<file path="src/rtl/sat_add_arbiter_if.sv">
// Request/response bundle for sat_add_arbiter: two operand requesters on one side,
// one buffered saturated result with N/Z/V flags on the other.
interface sat_add_arbiter_if;
    logic [1:0]  req_valid;
    logic [1:0]  req_ready;
    logic [15:0] req_a0;
    logic [15:0] req_b0;
    logic        req_sub0;
    logic [15:0] req_a1;
    logic [15:0] req_b1;
    logic        req_sub1;
    logic        rsp_valid;
    logic        rsp_ready;
    logic        rsp_id;
    logic [15:0] rsp_sum;
    logic        rsp_N;
    logic        rsp_Z;
    logic        rsp_V;

    modport master (
        output req_valid, req_a0, req_b0, req_sub0, req_a1, req_b1, req_sub1, rsp_ready,
        input  req_ready, rsp_valid, rsp_id, rsp_sum, rsp_N, rsp_Z, rsp_V
    );

    modport slave (
        input  req_valid, req_a0, req_b0, req_sub0, req_a1, req_b1, req_sub1, rsp_ready,
        output req_ready, rsp_valid, rsp_id, rsp_sum, rsp_N, rsp_Z, rsp_V
    );
endinterface

</file>
<file path="src/rtl/sat_add_arbiter.sv">
// Two-requester arbiter in front of one 16-bit saturating add/sub with a one-entry result buffer.
// Define SAT_ADD_ARB_RR_EN for round-robin arbitration; default build is fixed priority (req 0 wins).
module sat_add_arbiter #(
    parameter int CNT_W = 8
) (
    input  logic             clk,
    input  logic             rst,
    sat_add_arbiter_if.slave bus,
    output logic [CNT_W-1:0] acc_cnt0,
    output logic [CNT_W-1:0] acc_cnt1
);
    localparam int DATA_W = 16;

    typedef enum logic {EMPTY = 1'b0, FULL = 1'b1} state_t;

    state_t state, state_next;

    logic                     full;
    logic                     can_accept;
    logic                     prio;
    logic [1:0]               grant;
    logic [1:0]               acc;
    logic                     acc_any;
    logic signed [DATA_W-1:0] op_a;
    logic signed [DATA_W-1:0] op_b;
    logic                     op_sub;
    logic signed [DATA_W:0]   exact;
    logic signed [DATA_W-1:0] sat_sum;
    logic                     sat_v;

    logic signed [DATA_W-1:0] sum_p1;
    logic                     id_p1;
    logic                     n_p1;
    logic                     z_p1;
    logic                     v_p1;

    // The exact result fits in DATA_W+1 bits; overflow shows as disagreeing top two bits.
    function automatic logic sat_ovf(input logic signed [DATA_W:0] x);
        return x[DATA_W] ^ x[DATA_W-1];
    endfunction

    function automatic logic signed [DATA_W-1:0] sat_clamp(input logic signed [DATA_W:0] x);
        if (sat_ovf(x))
            return {x[DATA_W], {(DATA_W-1){~x[DATA_W]}}};
        return x[DATA_W-1:0];
    endfunction

    // Grant favours the priority holder and falls back to it when nobody is valid.
    always_comb begin
        grant = 2'b01;
        if (prio)
            grant = (bus.req_valid[1] | ~bus.req_valid[0]) ? 2'b10 : 2'b01;
        else
            grant = (bus.req_valid[0] | ~bus.req_valid[1]) ? 2'b01 : 2'b10;
    end

    assign bus.req_ready = grant & {2{can_accept}};
    assign acc           = bus.req_valid & bus.req_ready;
    assign acc_any       = |acc;

    always_comb begin
        op_a    = grant[1] ? $signed(bus.req_a1) : $signed(bus.req_a0);
        op_b    = grant[1] ? $signed(bus.req_b1) : $signed(bus.req_b0);
        op_sub  = grant[1] ? bus.req_sub1 : bus.req_sub0;
        exact   = op_sub ? ({op_a[DATA_W-1], op_a} - {op_b[DATA_W-1], op_b})
                         : ({op_a[DATA_W-1], op_a} + {op_b[DATA_W-1], op_b});
        sat_sum = sat_clamp(exact);
        sat_v   = sat_ovf(exact);
    end

    always_ff @(posedge clk) begin
        if (rst)
            state <= EMPTY;
        else
            state <= state_next;
    end

    always_comb begin
        state_next = state;
        case (state)
            EMPTY:   if (acc_any) state_next = FULL;
            FULL:    if (bus.rsp_ready && !acc_any) state_next = EMPTY;
            default: state_next = EMPTY;
        endcase
    end

    always_comb begin
        full       = (state == FULL);
        can_accept = ~full | bus.rsp_ready;
    end

    // ---- stage p1: result buffer, loaded on acceptance, otherwise held ----
    always_ff @(posedge clk) begin
        if (rst) begin
            sum_p1 <= '0;
            id_p1  <= 1'b0;
            n_p1   <= 1'b0;
            z_p1   <= 1'b0;
            v_p1   <= 1'b0;
        end else if (acc_any) begin
            sum_p1 <= sat_sum;
            id_p1  <= acc[1];
            n_p1   <= sat_sum[DATA_W-1];
            z_p1   <= (sat_sum == '0);
            v_p1   <= sat_v;
        end
    end

    assign bus.rsp_valid = full;
    assign bus.rsp_id    = id_p1;
    assign bus.rsp_sum   = sum_p1;
    assign bus.rsp_N     = n_p1;
    assign bus.rsp_Z     = z_p1;
    assign bus.rsp_V     = v_p1;

    always_ff @(posedge clk) begin
        if (rst) begin
            acc_cnt0 <= '0;
            acc_cnt1 <= '0;
        end else begin
            if (acc[0]) acc_cnt0 <= acc_cnt0 + 1'b1;
            if (acc[1]) acc_cnt1 <= acc_cnt1 + 1'b1;
        end
    end

`ifdef SAT_ADD_ARB_RR_EN
    // Priority passes to the other requester only when someone is accepted.
    always_ff @(posedge clk) begin
        if (rst)
            prio <= 1'b0;
        else if (acc_any)
            prio <= ~acc[1];
    end
`else
    assign prio = 1'b0;
`endif

endmodule

</file>
<file path="src/flat_wrapper.sv">
// flat-port wrapper written by rule: the top's interface ports become plain ports
module sat_add_arbiter_flat 
#(
    parameter int CNT_W = 8
)
  (clk, rst, acc_cnt0, acc_cnt1, bus_req_valid, bus_req_a0, bus_req_b0, bus_req_sub0, bus_req_a1, bus_req_b1, bus_req_sub1, bus_rsp_ready, bus_req_ready, bus_rsp_valid, bus_rsp_id, bus_rsp_sum, bus_rsp_N, bus_rsp_Z, bus_rsp_V);
  sat_add_arbiter_if bus_i ();
  input  logic clk;
  input  logic rst;
  output logic [CNT_W-1:0] acc_cnt0;
  output logic [CNT_W-1:0] acc_cnt1;
  input wire logic [$bits(bus_i.req_valid)-1:0] bus_req_valid;
  input wire logic [$bits(bus_i.req_a0)-1:0] bus_req_a0;
  input wire logic [$bits(bus_i.req_b0)-1:0] bus_req_b0;
  input wire logic [$bits(bus_i.req_sub0)-1:0] bus_req_sub0;
  input wire logic [$bits(bus_i.req_a1)-1:0] bus_req_a1;
  input wire logic [$bits(bus_i.req_b1)-1:0] bus_req_b1;
  input wire logic [$bits(bus_i.req_sub1)-1:0] bus_req_sub1;
  input wire logic [$bits(bus_i.rsp_ready)-1:0] bus_rsp_ready;
  output wire logic [$bits(bus_i.req_ready)-1:0] bus_req_ready;
  output wire logic [$bits(bus_i.rsp_valid)-1:0] bus_rsp_valid;
  output wire logic [$bits(bus_i.rsp_id)-1:0] bus_rsp_id;
  output wire logic [$bits(bus_i.rsp_sum)-1:0] bus_rsp_sum;
  output wire logic [$bits(bus_i.rsp_N)-1:0] bus_rsp_N;
  output wire logic [$bits(bus_i.rsp_Z)-1:0] bus_rsp_Z;
  output wire logic [$bits(bus_i.rsp_V)-1:0] bus_rsp_V;
  assign bus_i.req_valid = bus_req_valid;
  assign bus_i.req_a0 = bus_req_a0;
  assign bus_i.req_b0 = bus_req_b0;
  assign bus_i.req_sub0 = bus_req_sub0;
  assign bus_i.req_a1 = bus_req_a1;
  assign bus_i.req_b1 = bus_req_b1;
  assign bus_i.req_sub1 = bus_req_sub1;
  assign bus_i.rsp_ready = bus_rsp_ready;
  assign bus_req_ready = bus_i.req_ready;
  assign bus_rsp_valid = bus_i.rsp_valid;
  assign bus_rsp_id = bus_i.rsp_id;
  assign bus_rsp_sum = bus_i.rsp_sum;
  assign bus_rsp_N = bus_i.rsp_N;
  assign bus_rsp_Z = bus_i.rsp_Z;
  assign bus_rsp_V = bus_i.rsp_V;
  sat_add_arbiter #(.CNT_W(CNT_W)) u_core (.clk(clk), .rst(rst), .bus(bus_i), .acc_cnt0(acc_cnt0), .acc_cnt1(acc_cnt1));
endmodule
</file>
<file path="config.mk">
export PLATFORM = sky130hd
export DESIGN_NAME = sat_add_arbiter_flat
export DESIGN_NICKNAME = d
export VERILOG_FILES = /design/src/rtl/sat_add_arbiter_if.sv /design/src/rtl/sat_add_arbiter.sv /design/src/flat_wrapper.sv
export SDC_FILE = /design/constraint.sdc
export NUM_CORES = 1
export LEC_CHECK = 0
export CORE_ASPECT_RATIO = 0.75
export CORE_MARGIN = 3
export CORE_UTILIZATION = 30
export DETAILED_ROUTE_END_ITERATION = 8
export MAX_ROUTING_LAYER = met4
export SLEW_MARGIN = 10
export SYNTH_ARGS = -nofsm -noshare
export SYNTH_HDL_FRONTEND = slang
export SYNTH_SLANG_ARGS = --single-unit
</file>
<file path="constraint.sdc">
create_clock -name clk -period 7.4 [get_ports clk]
set_clock_uncertainty 0.05 [all_clocks]
set_input_delay 0.74 -clock clk [delete_from_list [all_inputs] [get_ports clk]]
set_output_delay 0.74 -clock clk [all_outputs]
set_load 0.01 [all_outputs]
</file>
; ---- Word-level counts from Yosys, hierarchy flattened
; Cells that the tools add are included.
[totals]
regBits = 37
inputBits = 71
output_inout_bits = 39
elab_cells = 35
[classes]
addsub = 4
n_mux = 11
n_bitwise = 8
n_reduce_logical = 4
[ops]
columns = op, n
row1 = two-way mux 16 bit, 4
row2 = adder 16 x 16 -> 17 bit, 1
row3 = two-way mux 17 bit, 1
row4 = subtractor 16 x 16 -> 17 bit, 1
row5 = adder 8 x 1 -> 8 bit (second input constant), 2
row6 = logical NOT 16 bit, 1
row7 = bitwise AND 2 bit, 2
row8 = two-way mux 1 bit, 4
row9 = inverter 1 bit, 3
row10 = two-way mux 2 bit, 1
row11 = OR 1 bit, 2
row12 = case mux 1 bit (2 select lines), 1
row13 = OR reduction 2 bit, 1
row14 = logical AND 1 bit, 1
row15 = logical NOT 1 bit, 1
row16 = bitwise XOR 1 bit, 1

; ---- Longest topological paths before layout
; Gate-level depths: netlist of run 1.
[depth]
word_depth = 10
depth_mapped = 21
depth_no_buf = 17

; ---- Worst setup path before layout of run 1
; OpenSTA, ideal clock, no wires.
[synth_path]
kind = input to register
from = in bus_req_valid[1]
to = reg u_core.sum_p1[13], in the netlist u_core.bus.rsp_sum[13]
setup_time_ps = 91
arrival_time_ps = 5312
required_ps = 7259
slack_ps = 1947
path_stages = 21
path_buffers = 4
cell_sequence = nor2b_1 -> buf_4 -> buf_1 -> buf_1 -> mux2i_1 -> ha_1 -> o211ai_1 -> nor4b_4 -> nand2b_1 -> nand2_1 -> xnor2_1 -> ha_1 -> a21oi_1 -> nand2_1 -> a21o_1 -> a22o_1 -> o41ai_1 -> xnor2_1 -> clkbuf_1 -> o21ai_0 -> a311oi_1
[synth_between]
elab_chain_cells = 9
elab_cells_between_ends = 17
classes_between = add/sub (2) / mux (8) / bitwise (6) / reduce/logical (1)
[synth_rtl]
columns = item, line_no
row1 = from (decl), flat_wrapper.sv:12  ; input wire logic [$bits(bus_i.req_valid)-1:0] bus_req_valid;
row2 = inverter 1 bit, sat_add_arbiter.sv:54  ; grant = (bus.req_valid[0] | ~bus.req_valid[1]) ? 2'b01 : 2'b10;
row3 = OR 1 bit, sat_add_arbiter.sv:54
row4 = two-way mux 2 bit, sat_add_arbiter.sv:54
row5 = "two-way mux 16 bit, on equally long branches", "sat_add_arbiter.sv:62, sat_add_arbiter.sv:63"
row6 = adder 16 x 16 -> 17 bit or subtractor 16 x 16 -> 17 bit (tied branches), "sat_add_arbiter.sv:66, sat_add_arbiter.sv:65"
row7 = two-way mux 17 bit, sat_add_arbiter.sv:65  ; exact = op_sub ? ({op_a[DATA_W-1], op_a} - {op_b[DATA_W-1], op_b})
row8 = bitwise XOR 1 bit or inverter 1 bit (tied branches), "sat_add_arbiter.sv:39, sat_add_arbiter.sv:44"
row9 = two-way mux 1 bit or two-way mux 16 bit (tied branches), sat_add_arbiter.sv:43  ; if (sat_ovf(x))
row10 = two-way mux 16 bit, sat_add_arbiter.sv:45  ; return x[DATA_W-1:0];
row11 = to (signal assigned), sat_add_arbiter.sv:101  ; sum_p1 <= sat_sum;
row12 = to (decl), sat_add_arbiter.sv:31  ; logic signed [DATA_W-1:0] sum_p1;
; Parallel ways exist; a longest one is shown, timed or not. The select of a mux whose other input is x is not followed.
; A chain may end at the register's enable or synchronous reset.

; ---- Worst setup path after layout of run 1
[layout_path]
from = in bus_req_valid[0]
to = reg u_core.sum_p1[0], in the netlist u_core.bus.rsp_sum[0]
[layout_between]
elab_chain_cells = 8
elab_cells_between_ends = 16
classes_between = add/sub (2) / mux (8) / bitwise (5) / reduce/logical (1)
[layout_rtl]
columns = item, line_no
row1 = OR 1 bit, sat_add_arbiter.sv:54
row2 = two-way mux 2 bit, sat_add_arbiter.sv:54
row3 = "two-way mux 16 bit, on equally long branches", "sat_add_arbiter.sv:62, sat_add_arbiter.sv:63"
row4 = adder 16 x 16 -> 17 bit or subtractor 16 x 16 -> 17 bit (tied branches), "sat_add_arbiter.sv:66, sat_add_arbiter.sv:65"
row5 = two-way mux 17 bit, sat_add_arbiter.sv:65
row6 = bitwise XOR 1 bit or inverter 1 bit (tied branches), "sat_add_arbiter.sv:39, sat_add_arbiter.sv:44"
row7 = two-way mux 1 bit or two-way mux 16 bit (tied branches), sat_add_arbiter.sv:43
row8 = two-way mux 16 bit, sat_add_arbiter.sv:45
; Parallel ways exist; a longest one is shown, timed or not. The select of a mux whose other input is x is not followed.

==> results of run 1 <==
[flip-flops by register name, indices dropped and copies added, names as in the netlist]
signal	flops
u_core.bus.rsp_V	1
u_core.bus.rsp_Z	1
u_core.bus.rsp_valid	1
u_core.bus.rsp_id	1
u_core.bus.rsp_N	1
u_core.bus.rsp_sum	15
u_core.acc_cnt0	8
u_core.acc_cnt1	8
[logic make-up (layout without fill, tap and decap cells)]
logic type / count (synthesis) / after routing / share of synthesized area
adder cells (fa/ha/maj): 23 / 23 / 0.09020
AND/OR/NAND/NOR: 183 / 183 / 0.2663
flip-flops: 36 / 36 / 0.2259
multiplexers: 27 / 27 / 0.08784
XOR/XNOR: 43 / 43 / 0.1204
AO/OA/AOI/OAI: 79 / 79 / 0.1753
buffers and inverters: 23 / 127 / 0.03412
[synth_stat cells, types with 2 or more instances]
cell / instances
sky130_fd_sc_hd__a211oi_1: 4
sky130_fd_sc_hd__a21o_1: 9
sky130_fd_sc_hd__a21oi_1: 15
sky130_fd_sc_hd__a221oi_1: 2
sky130_fd_sc_hd__a311oi_1: 12
sky130_fd_sc_hd__a31oi_1: 4
sky130_fd_sc_hd__and3_1: 5
sky130_fd_sc_hd__and4_1: 3
sky130_fd_sc_hd__buf_1: 4
sky130_fd_sc_hd__buf_4: 2
sky130_fd_sc_hd__buf_6: 2
sky130_fd_sc_hd__clkbuf_1: 10
sky130_fd_sc_hd__dfxtp_1: 36
sky130_fd_sc_hd__ha_1: 19
sky130_fd_sc_hd__inv_1: 5
sky130_fd_sc_hd__maj3_1: 3
sky130_fd_sc_hd__mux2i_1: 24
sky130_fd_sc_hd__nand2_1: 71
sky130_fd_sc_hd__nand2b_1: 6
sky130_fd_sc_hd__nand3_1: 5
sky130_fd_sc_hd__nand4_1: 7
sky130_fd_sc_hd__nor2_1: 59
sky130_fd_sc_hd__nor2b_1: 3
sky130_fd_sc_hd__nor3_1: 12
sky130_fd_sc_hd__o2111ai_1: 2
sky130_fd_sc_hd__o21ai_0: 8
sky130_fd_sc_hd__o21bai_1: 12
sky130_fd_sc_hd__o31ai_1: 4
sky130_fd_sc_hd__or3_1: 2
sky130_fd_sc_hd__xnor2_1: 20
sky130_fd_sc_hd__xor2_1: 22
[where the power goes]
| part | total, mW | leakage [nW] | switching [mW] | internal [mW] |
|---|---|---|---|---|
| sequential | 0.238 | 0.296 | 0.0170 | 0.221 |
| combinational | 0.482 | 1.49 | 0.252 | 0.230 |
| clock | 0.211 | 0.0701 | 0.0770 | 0.134 |
| total | 0.931 | 1.86 | 0.346 | 0.585 |
[worst max-delay path, delay by kind of cell]
family | cells | cell delay (ns)
AO/OA/AOI/OAI | 7 | 1.97
buffers and inverters | 2 | 0.96
adder cells (fa/ha/maj) | 2 | 0.74
AND/OR/NAND/NOR | 3 | 0.65
XOR/XNOR | 2 | 0.48
multiplexers | 1 | 0.37
[worst max-delay path by stage]
| stage | slack, ns | endpoint | cells after the start |
|---|---|---|---|
| 2_1_floorplan | 1.95 | u_core.bus.rsp_sum[13] | 21 |
| 3_3_place_gp | 1.49 | u_core.bus.rsp_sum[0] | 17 |
| 3_5_place_dp | 1.34 | u_core.bus.rsp_sum[0] | 17 |
| 4_1_cts | 1.62 | u_core.bus.rsp_sum[0] | 17 |
| 5_1_grt | 1.11 | u_core.bus.rsp_sum[13] | 20 |
| 6_report | 1.63 | u_core.bus.rsp_sum[0] | 17 |
[per-layer routing]
metal / track usage / up-vias
li1: - / 1669
met4: 0.01625 / 0
met2: 0.2312 / 96
met1: 0.2274 / 1422
met5: - / -
met3: 0.03247 / 4
[metrics by stage]
stage / total power [mW] / std cells / utilization / hold slack [ns]
finish: 0.9309 / 650 / 0.4551 / 0.4454
global placement: 0.7171 / 642 / 0.4401 / 0.4201
global route: 1.003 / 650 / 0.4551 / 0.4805
detailed placement: 0.7241 / 642 / 0.4401 / 0.4363
floorplan: 0.5583 / 414 / - / 0.4523
CTS: 0.9376 / 650 / 0.4551 / 0.4486
[layout by cell type, fill, tap and decap left out, drive strengths merged, types with 3 or more instances in the layout]
cell type,synthesis,routed
mux2i,25,25
inv,5,5
o21bai,12,12
nor2b,3,3
clkbuf,10,7
dfxtp,36,36
buf,8,5
and4,3,3
nand2,71,71
o31ai,4,4
maj3,3,3
a21oi,15,15
clkdlybuf4s50,0,109
nand3,5,5
nor3,12,12
and3,5,5
a21o,9,9
xnor2,20,20
o21ai,8,8
a31oi,4,4
nor2,59,59
ha,19,19
a311oi,12,12
a211oi,5,5
xor2,23,23
nand4,7,7
nor4,3,3
nand2b,6,6
[final cells by class]
| cell class | count | area, um^2 |
|---|---|---|
| well taps | 132 | 165.2 |
| flip-flops and latches | 36 | 720.7 |
| multi-input cells | 355 | 2371 |
| fillers | 1008 | 5453 |
| clock buffers | 7 | 142.6 |
| inverters | 5 | 18.77 |
| repair buffers | 114 | 1129 |
| clock inverters | 1 | 7.507 |
==> summary.md, run 1 <==
| Metric | Value |
|---|---|
| Level count of the clock H-tree | 2 |
| Proportion of synthesized chip area in sequential cells | 0.2259 |
| Drt drc | 0 |
| Hold crit path type | reg -> reg |
| Worst setup slack for register-to-register paths | 5.14 ns |
| Mapped Nets | 505 |
| Post-cts hold buffer count | 0 |
| Sort of element at the end of the critical path | flop |
| CTS Root Buffer Type | sky130_fd_sc_hd__clkbuf_16 |
| Relative slew margins | 0.4996 |
| Hold violation total from the final report | 0 |
| Top cell type's share of synthesized area | 0.2259 |
| Maximum number of pins on one net before global-route repair | 38 |
| Placement-stage cell area | 0.004404 mm^2 |
| Ordered cell list for the critical path | clkdlybuf4s50_1, nand2b_1, buf_4, mux2i_1, o21ai_0, o31ai_1, o31ai_1, a21o_1, xor2_1, ha_1, and4_1, and2_1, a22o_1, o41ai_1, xor2_1, maj3_1, a211oi_1 |
| Max incr delay on CP | ~0.63 ns |
| Critical setup path kind | in -> reg |
| Library cell contributing the largest single delay on the critical path | sky130_fd_sc_hd__clkdlybuf4s50_1 |
| Synth-to-Final Area Change | 42.75% |
| TritonCTS buffer count | 5 |
| Hold endpoint | u_core.acc_cnt0[7] |
| Final weighted congestion in routability-driven placement | 0.8255 |
| Antenna diode count | 0 |
| Highest routed layer | met4 |
| Wire length after detailed routing | about 9100 um |
| Post-synth EDFFs | 0 |
| First-pass GRT wire length | about 15000 um |
| Maximum fanout along the worst path | 22 |
| Final number of max-transition violations | 0 |
| Number of nets at the end of the flow | 608 |
| Post-detailed-route via-to-cell ratio | 4.909 |
| Fin worst setup slack | roughly 1.6 ns |
| Arrival time at the worst endpoint | 5.91 ns |
| Insertion delay of the later-clocked pin in the worst-skew pair | 0.27 ns |
| Leading cell types by total area after synthesis | sky130_fd_sc_hd__dfxtp_1 (23%), sky130_fd_sc_hd__nand2_1 (8.4%), sky130_fd_sc_hd__mux2i_1 (7.5%), sky130_fd_sc_hd__ha_1 (7.5%), sky130_fd_sc_hd__nor2_1 (6.9%) |
| Number of iterations in the first detailed-routing pass | 4 |
| Number of resized instances in the post-cts repair step | 0 |
| Clock-pin slew on the worst setup and hold paths | 0.06 ns |
| Maximum vdd ir drop | 0.00009311 V |
| Cell count of the worst hold path | 2 |
| WL met2 | 3680 um |
| Average cell area after synthesis | about 7.7 um^2 |
| HP Start | u_core.acc_cnt0[7] |
| Slew @ Worst Pin | around 0.75 ns |
| Outcome | finished clean |
| Area of the core region | around 0.01 mm^2 |
| Iter 0 DRT Violations | ~120 |
| HPWL Detailed | 7484 um |
| Capturing point of the worst reg2reg path | u_core.bus.rsp_Z |
| Drt wl/cell | between 10 and 15 um |
| Number of buffers on the longest clock path | 2 |
| Max_cap viols | 0 |
| Vias in the first global route | 3075 |
| Initial standard-cell utilization of the core | 0.3188 |
| Proportion of register bits with asynchronous set or reset after synthesis | 0 |
| Pwr per Cell Area | slightly above 200 mW/mm^2 |
| Leakage power total | around 1.9 nW |
| Crit path time final | 5.771 ns |
| Count of nets left with antenna violations after detail routing | 0 |
| Number of distinct standard cells referenced by the synthesized netlist | 53 |
| Worst setup timing slack at the placement stage | 1.345 ns |
| Total routed wire length on the met1 layer | 4822 um |
| Chip Height | 95.31 um |
| Met3 wire len | approximately 550 um |
| GRT Util Overall | 0.1565 |
| Worst setup startpoint | bus_req_valid[0] |
| Primary FF master, synth | sky130_fd_sc_hd__dfxtp_1 |
| Number of synthesized register bits | 36 |
| Depth of the most critical reg-to-reg path | 8 |
| Die span in x | about 130 um |
| Highest clock frequency the design can meet | 173.3 MHz |
| Setup bufs post-CTS | 0 |
| Number of top-level pins | 110 |
| Portion of the clock cycle consumed by the worst path in the final layout | 0.7799 |
| Required time at the endpoint of the critical path | roughly 7.5 ns |
| Final Cell Area | approximately 0.0046 mm^2 |
| RSZ-0062 raised after global routing | no |
| Warning count from the yosys run | 0 |
| Critical Path Start Type | primary input |
| Netlist area before placement | 0.003191 mm^2 |
| Count of endpoints failing setup in the final report | 0 |
| Number of standard-cell rows in the floorplan | 31 |
| Number of instances in the synthesized netlist | 414 |
| Number of clock sinks | 36 |
| Worst flop-to-flop path startpoint | u_core.bus.rsp_valid |
| Share of layout cells above drive strength 1 | 0.04633 |
| Die area | between 0.01 and 0.015 mm^2 |
| Total vias in the final route | 3191 |
| Number of antenna violations at the first check in global routing | 0 |
| Post-synth top area cell | sky130_fd_sc_hd__dfxtp_1 |
| Number of buffer cells added on primary ports | 109 |
| Clock tree from TritonCTS | done |
| Grt total ovfl | 0 |
| Setup TNS | 0 ns |
(Power assumes the default switching activity.)
==> inputs of run 2 (changes only) <==
clock period = 5.1 ns   (was 7.4 ns; I/O delays follow)
==> run 2 against run 1 <==
Sequential share of layout area is 0.41 points lower. Global-route usage rose by 0.066 points. Core utilization increased by 1.2 points. Worst hold slack better by 0.0017 ns. Via count grew 2.6%. Highest routed layer unchanged. Die area is the same. Largest power group unchanged. Setup slack lost 1.3 ns.
==> summary.md, run 2 (same netlist as run 1, synthesis figures left out) <==
| Metric | Value |
|---|---|
| Pwr per Cell Area | 297.5 mW/mm^2 (+46%) |
| Chip Height | 95.31 um (unchanged) |
| Hold crit path type | reg -> reg |
| Antenna diode count | 0 (unchanged) |
| Placement-stage cell area | 0.004492 mm^2 (+2.0%) |
| Required time at the endpoint of the critical path | 5.25 ns (-2.29 ns) |
| Final number of max-transition violations | 0 (unchanged) |
| Number of top-level pins | 110 (unchanged) |
| Share of layout cells above drive strength 1 | 0.06994 (+0.02361) |
| Sort of element at the end of the critical path | flop |
| Critical Path Start Type | primary input |
| Area of the core region | 0.01001 mm^2 (unchanged) |
| Minimum hold slack | 0.4471 ns (+0.001705 ns) |
| First-pass GRT wire length | 15000 um (-1.2%) |
| Number of iterations in the first detailed-routing pass | 6 (+2) |
| Iter 0 DRT Violations | 122 (-1.6%) |
| Outcome | finished clean |
| Slew @ Worst Pin | 0.5619 ns (-0.1881 ns) |
| HPWL Detailed | 7630 um (+1.9%) |
| Register area | 720.7 um^2 (unchanged) |
| Count of nets left with antenna violations after detail routing | 0 (unchanged) |
| Wire length after detailed routing | 9169 um (+0.86%) |
| Number of buffers on the longest clock path | 2 (unchanged) |
| Most frequent cells in the layout | sky130_fd_sc_hd__clkdlybuf4s50_1 (109), sky130_fd_sc_hd__nand2_1 (71), sky130_fd_sc_hd__nor2_1 (58), sky130_fd_sc_hd__dfxtp_1 (36), sky130_fd_sc_hd__mux2i_1 (23) |
| TritonCTS buffer count | 5 (unchanged) |
| Total vias in the final route | 3274 (+2.6%) |
| Final weighted congestion in routability-driven placement | 0.8756 (+6.1%) |
| Final Cell Area | 0.004676 mm^2 (+2.7%) |
| Relative slew margins | 0.6240 (+0.1245) |
| Hold violation total from the final report | 0 (unchanged) |
| Post-detailed-route via-to-cell ratio | 4.953 (+0.89%) |
| Leakage power total | 1.916 nW (+3.2%) |
| Multi-input logic area | 0.002394 mm^2 (+0.95%) |
| Die area | 0.01192 mm^2 (unchanged) |
| Drt wl/cell | 13.87 um (-0.82%) |
| Insertion delay of the later-clocked pin in the worst-skew pair | 0.28 ns (about the same) |
| Dpl cells | 652 (+1.6%) |
| Number of standard-cell rows in the floorplan | 31 (unchanged) |
| Number of antenna violations at the first check in global routing | 0 (unchanged) |
| Crit path time final | 4.791 ns |
| Highest clock frequency the design can meet | 208.7 MHz |
| Number of clock sinks | 36 (unchanged) |
| Clock-pin slew on the worst setup and hold paths | 0.05 ns (about the same) |
| Count of endpoints failing setup in the final report | 0 (unchanged) |
| Number of nets at the end of the flow | 619 (+1.8%) |
| Clock tree from TritonCTS | done |
| Number of fillers in the final layout | 992 (-1.6%) |
| RSZ-0062 raised after global routing | no |
| CTS Root Buffer Type | sky130_fd_sc_hd__clkbuf_16 |
| Critical setup path kind | in -> reg |
| Drt drc | 0 (unchanged) |
| GRT Util Overall | 0.1572 (+0.0006640) |
| Max reg flops | 15 (unchanged) |
| Filler-free cell count of the finished design | 661 (+1.7%) |
| Maximum fanout along the worst path | 6 (-73%) |
| Commonest non-fill, non-tap cell in the layout | sky130_fd_sc_hd__clkdlybuf4s50_1 |
| Grt total ovfl | 0 (unchanged) |
| Overall power consumption | 1.391 mW (+49%) |
| Initial standard-cell utilization of the core | 0.3188 (unchanged) |
| Arrival time at the worst endpoint | 4.94 ns (-0.97 ns) |
| Vias in the first global route | 3123 (+1.6%) |
| Level count of the clock H-tree | 2 (unchanged) |
| Maximum number of pins on one net before global-route repair | 38 (unchanged) |
| Die span in x | 125.1 um (unchanged) |
| Portion of the clock cycle consumed by the worst path in the final layout | 0.9394 |
| Number of buffer cells added on primary ports | 109 (unchanged) |
| Maximum vdd ir drop | 0.0001388 V (+49%) |
| Synth-to-Final Area Change | 46.55% |
| Max_cap viols | 0 (unchanged) |
run 2: repair_timing:
action,4_1_cts,5_1_grt
hold buffers,0,0
setup endpoints to repair,0,16
gates resized for setup,0,4
buffers inserted,0,1
run 2: layout make-up:
class,instances,share of cell area
clock inverter,1,0.001606
clock buffer,7,0.03051
inverter,5,0.004014
tap,132,0.03532
sequential,36,0.1541
multi-input combinational,355,0.5119
timing repair buffer,125,0.2625
run 2: power by group:
group	internal [mW]	leakage, nW	total (mW)	switching, mW
clock	0.194	0.0701	0.312	0.117
combinational	0.360	1.55	0.736	0.375
sequential	0.321	0.296	0.343	0.0226
total	0.875	1.92	1.39	0.515
run 2: worst paths after layout:
check	from	end	slack (ns)	cells after the start
max reg2reg	u_core.bus.rsp_valid	u_core.bus.rsp_Z	2.79	8
min	u_core.bus.rsp_sum[6]	u_core.bus.rsp_sum[6]	0.45	2
min reg2reg	u_core.bus.rsp_sum[6]	u_core.bus.rsp_sum[6]	0.45	2
max	bus_req_valid[0]	u_core.bus.rsp_sum[0]	0.31	17
run 2: metrics by stage:
| stage | setup WS, ns | setup TNS (ns) | utilization |
|---|---|---|---|
| CTS | 0.1975 | 0 | 0.4639 |
| detailed placement | -0.08607 | -0.3146 | 0.4489 |
| global route | 0.01494 | 0 | 0.4672 |
| finish | 0.3090 | 0 | 0.4672 |
| global placement | -0.007018 | -0.007018 | 0.4489 |
| floorplan | 0.05956 | 0 | - |
run 2: worst max-delay path, stage by stage:
cell and delay [ns]:
sky130_fd_sc_hd__clkdlybuf4s50_1 0.56, sky130_fd_sc_hd__nand2b_1 0.17, sky130_fd_sc_hd__mux2i_1 0.32, sky130_fd_sc_hd__o21ai_0 0.21, sky130_fd_sc_hd__o31ai_1 0.43, sky130_fd_sc_hd__o31ai_1 0.20
sky130_fd_sc_hd__a21o_1 0.22, sky130_fd_sc_hd__xor2_1 0.17, sky130_fd_sc_hd__ha_1 0.36, sky130_fd_sc_hd__and4_1 0.22, sky130_fd_sc_hd__and2_1 0.17, sky130_fd_sc_hd__a22o_1 0.20
sky130_fd_sc_hd__o41ai_1 0.27, sky130_fd_sc_hd__buf_4 0.18, sky130_fd_sc_hd__xor2_1 0.12, sky130_fd_sc_hd__maj3_1 0.40, sky130_fd_sc_hd__a211oi_1 0.22
run 2: metal layers:
layer | share of wire | vias to the layer above | track usage | wire [um]
met4 | 0.0079 | 0 | 0.03249 | 72
met3 | 0.052 | 7 | 0.03583 | 477
met1 | 0.54 | 1471 | 0.2288 | 4935
met2 | 0.40 | 93 | 0.2209 | 3684
met5 | 0 | - | - | 0
li1 | - | 1703 | - | -
==> inputs of run 3 (changes only) <==
--- a/config.mk
+++ b/config.mk
@@ -6,9 +6,12 @@
 export NUM_CORES = 1
 export LEC_CHECK = 0
+export CELL_PAD_IN_SITES_DETAIL_PLACEMENT = 1
+export CELL_PAD_IN_SITES_GLOBAL_PLACEMENT = 2
 export CORE_ASPECT_RATIO = 0.75
 export CORE_MARGIN = 3
-export CORE_UTILIZATION = 30
+export CORE_UTILIZATION = 23
 export DETAILED_ROUTE_END_ITERATION = 8
 export MAX_ROUTING_LAYER = met4
+export PLACE_DENSITY_LB_ADDON = 0.1
 export SLEW_MARGIN = 10
 export SYNTH_ARGS = -nofsm -noshare
==> constraint.sdc (replaced) <==
create_clock -name clk -period 5.1 [get_ports clk]
set_clock_uncertainty 0.05 [all_clocks]
set_input_delay 1.02 -clock clk [delete_from_list [all_inputs] [get_ports clk]]
set_output_delay 1.02 -clock clk [all_outputs]
set_load 0.01 [all_outputs]
==> run 3 against run 2 <==
Non-clock buffer count rose by 56. Combinational power up 19%. First-iteration DRC count is 15% lower. Global-route usage fell by 0.55 points. Largest cell class unchanged. Worst hold slack got worse by 0.0053 ns. Cell count up 14%. Critical path type unchanged. Sequential power about the same. Design area grew 11%. Sequential share of layout area shrank 1.5 points. Highest routed layer unchanged. Critical endpoint unchanged.
==> summary.md, run 3 (same netlist as run 1, synthesis figures left out) <==
| Metric | Value |
|---|---|
| Outcome | finished clean |
| Multi-input logic area | 0.002442 mm^2 (+2.0%) |
| Proportion of power drawn by combinational gates | 0.558 (+0.029) |
| Grt total ovfl | 0 (unchanged) |
| Maximum number of pins on one net before global-route repair | 38 (unchanged) |
| Number of antenna violations at the first check in global routing | 0 (unchanged) |
| Number of buffers on the longest clock path | 2 (unchanged) |
| CTS Root Buffer Type | sky130_fd_sc_hd__clkbuf_16 |
| Required time at the endpoint of the critical path | 5.26 ns (about the same) |
| TritonCTS buffer count | 5 (unchanged) |
| Seq pwr share | 0.218 (-0.029) |
| Die span in x | 142 um (+14%) |
| Register area | 720.7 um^2 (unchanged) |
| Portion of the clock cycle consumed by the worst path in the final layout | 0.9616 (+0.02222) |
| Ordered cell list for the critical path | clkdlybuf4s50_1, mux2i_2, ha_2, o211ai_1, nor4b_4, nand2b_1, nand2_1, xnor2_1, ha_1, buf_4, and4_1, and2_1, a22o_1, o41ai_4, buf_4, xor2_1, maj3_1, a211oi_2 |
| Drt drc | 0 (unchanged) |
| Worst flop-to-flop path startpoint | u_core.bus.rsp_valid |
| Slew @ Worst Pin | 0.4285 ns (-0.1333 ns) |
| Commonest non-fill, non-tap cell in the layout | sky130_fd_sc_hd__clkdlybuf4s50_1 |
| Number of clock sinks | 36 (unchanged) |
| Final core utilization | 0.3908 (-0.07647) |
| Most prevalent standard cell on the critical path | sky130_fd_sc_hd__buf_4 |
| Share of layout cells above drive strength 1 | 0.1744 (+0.1044) |
| Crit path time final | 4.904 ns (+0.1133 ns) |
| Max reg flops | 15 (unchanged) |
| Level count of the clock H-tree | 2 (unchanged) |
| GRT Util Overall | 0.1517 (-0.005472) |
| Post-cts hold buffer count | 0 (unchanged) |
| Post-detailed-route via-to-cell ratio | 4.603 (-7.1%) |
| Die area | 0.01534 mm^2 (+29%) |
| Area of the core region | 0.01329 mm^2 (+33%) |
| Insertion delay of the later-clocked pin in the worst-skew pair | 0.29 ns (about the same) |
| Antenna diode count | 0 (unchanged) |
| Worst setup startpoint | bus_req_b0[1] |
| Most frequent cells in the layout | sky130_fd_sc_hd__clkdlybuf4s50_1 (107), sky130_fd_sc_hd__nand2_1 (71), sky130_fd_sc_hd__buf_4 (71), sky130_fd_sc_hd__nor2_1 (58), sky130_fd_sc_hd__dfxtp_1 (36) |
| Maximum fanout along the worst path | 4 (-2) |
| HPWL Detailed | 9482 um (+24%) |
| First-pass GRT wire length | 18380 um (+23%) |
| Critical setup path kind | in -> reg |
| Hold violation total from the final report | 0 (unchanged) |
| Highest clock frequency the design can meet | 203.9 MHz (-2.3%) |
| Clock network fraction of total power | 0.224 (about the same) |
| Iter 0 DRT Violations | 104 (-15%) |
| HP Start | u_core.acc_cnt0[7] |
| Max incr delay on CP | 0.45 ns (-0.11 ns) |
| Number of nets at the end of the flow | 675 (+9.0%) |
| Final number of max-transition violations | 0 (unchanged) |
| Relative slew margins | 0.7061 (+0.08210) |
| Total vias in the final route | 3480 (+6.3%) |
| Count of nets left with antenna violations after detail routing | 0 (unchanged) |
| Clock tree from TritonCTS | done |
| Pwr per Cell Area | 302.4 mW/mm^2 (+1.7%) |
| Final weighted congestion in routability-driven placement | 0.8149 (-6.9%) |
| Leakage power total | 2.214 nW (+16%) |
| Clock-pin slew on the worst setup and hold paths | 0.06 ns (about the same) |
| Max_cap viols | 0 (unchanged) |
| Wire length after detailed routing | 11240 um (+23%) |
| Arrival time at the worst endpoint | 5.06 ns (+0.12 ns) |
| Library cell contributing the largest single delay on the critical path | sky130_fd_sc_hd__clkdlybuf4s50_1 |
| Initial standard-cell utilization of the core | 0.2401 (-0.07872) |
| RSZ-0062 raised after global routing | yes |
| Proportion of total power due to net switching | 0.3585 (-0.01204) |
| Critical Path Start Type | primary input |
| Sort of element at the end of the critical path | flop |
| Count of endpoints failing setup in the final report | 0 (unchanged) |
| Maximum vdd ir drop | 0.0001204 V (-13%) |
| Number of iterations in the first detailed-routing pass | 4 (-2) |
| Chip Height | 108 um (+13%) |
| Synth-to-Final Area Change | 62.75% |
| Number of fillers in the final layout | 1593 (+61%) |
| Number of buffer cells added on primary ports | 109 (unchanged) |
| Number of standard-cell rows in the floorplan | 36 (+16%) |
| Hold crit path type | reg -> reg |
| Internal Pwr Total | 1.007 mW (+15%) |
| Number of top-level pins | 110 (unchanged) |
| Vias in the first global route | 3737 (+20%) |
| Minimum hold slack | 0.4418 ns (-0.005324 ns) |
| Drt wl/cell | 14.87 um (+7.2%) |
| Net Sw Power | 0.5630 mW (+9.2%) |
[run 3: cell type report]
type / count / area share
Inverter: 5 / 0.003614
Multi-Input combinational cell: 355 / 0.4704
Clock inverter: 2 / 0.006747
Timing Repair Buffer: 181 / 0.3145
Sequential cell: 36 / 0.1388
Tap cell: 171 / 0.04120
Clock buffer: 6 / 0.02482
[run 3: power groups by stage]
stage	logic (mW)	clock network [mW]	registers (mW)
finish	0.876	0.352	0.343
global route	0.970	0.378	0.348
CTS	0.867	0.362	0.344
detailed placement	0.858	0	0.350
global placement	0.841	0	0.348
floorplan	0.452	0	0.365
[run 3: through the flow]
stage          cells  setup slack, ns  TNS, ns  total power, mW  cell area, um^2
6_report         756           0.1957        0            1.570             5192
5_1_grt          756         -0.04203  -0.1267            1.696             5192
4_1_cts          751          0.01774        0            1.573             5114
3_5_place_dp     741          -0.3874   -5.707            1.208             4911
3_3_place_gp     741          -0.1965   -2.687            1.189             4911
2_1_floorplan    414          0.03564        0           0.8173             3211
[run 3: repair_timing]
item | CTS | global route
setup buffers | 2 | 5
resized for setup | 4 | 12
hold endpoints to repair | 0 | 0
pin swaps | 2 | 4
setup endpoints to repair | 15 | 18
[run 3: layer usage]
layer	GRT usage	vias to the layer above	wire, um
met5	-	-	0
met4	0.02671	0	91
met3	0.02564	9	324
met2	0.2343	65	4845
met1	0.2111	1601	5981
li1	-	1805	-
[run 3: worst paths after layout]
check,to,slack (ns),cells after the start
setup / recovery,u_core.bus.rsp_sum[0],0.20,18
hold / removal,u_core.acc_cnt0[7],0.44,2
setup reg to reg,u_core.bus.rsp_Z,2.88,8
hold reg to reg,u_core.acc_cnt0[7],0.44,2
[run 3: worst max-delay path, delay by kind of cell]
kind | cells | cell delay [ns]
buffers and inverters | 3 | 0.78
and+or+nand+nor | 5 | 0.85
xor gates and xnor gates | 2 | 0.19
adders and majority gates | 3 | 0.96
muxes | 1 | 0.23
AOI/OAI and AO/OA | 4 | 1.03
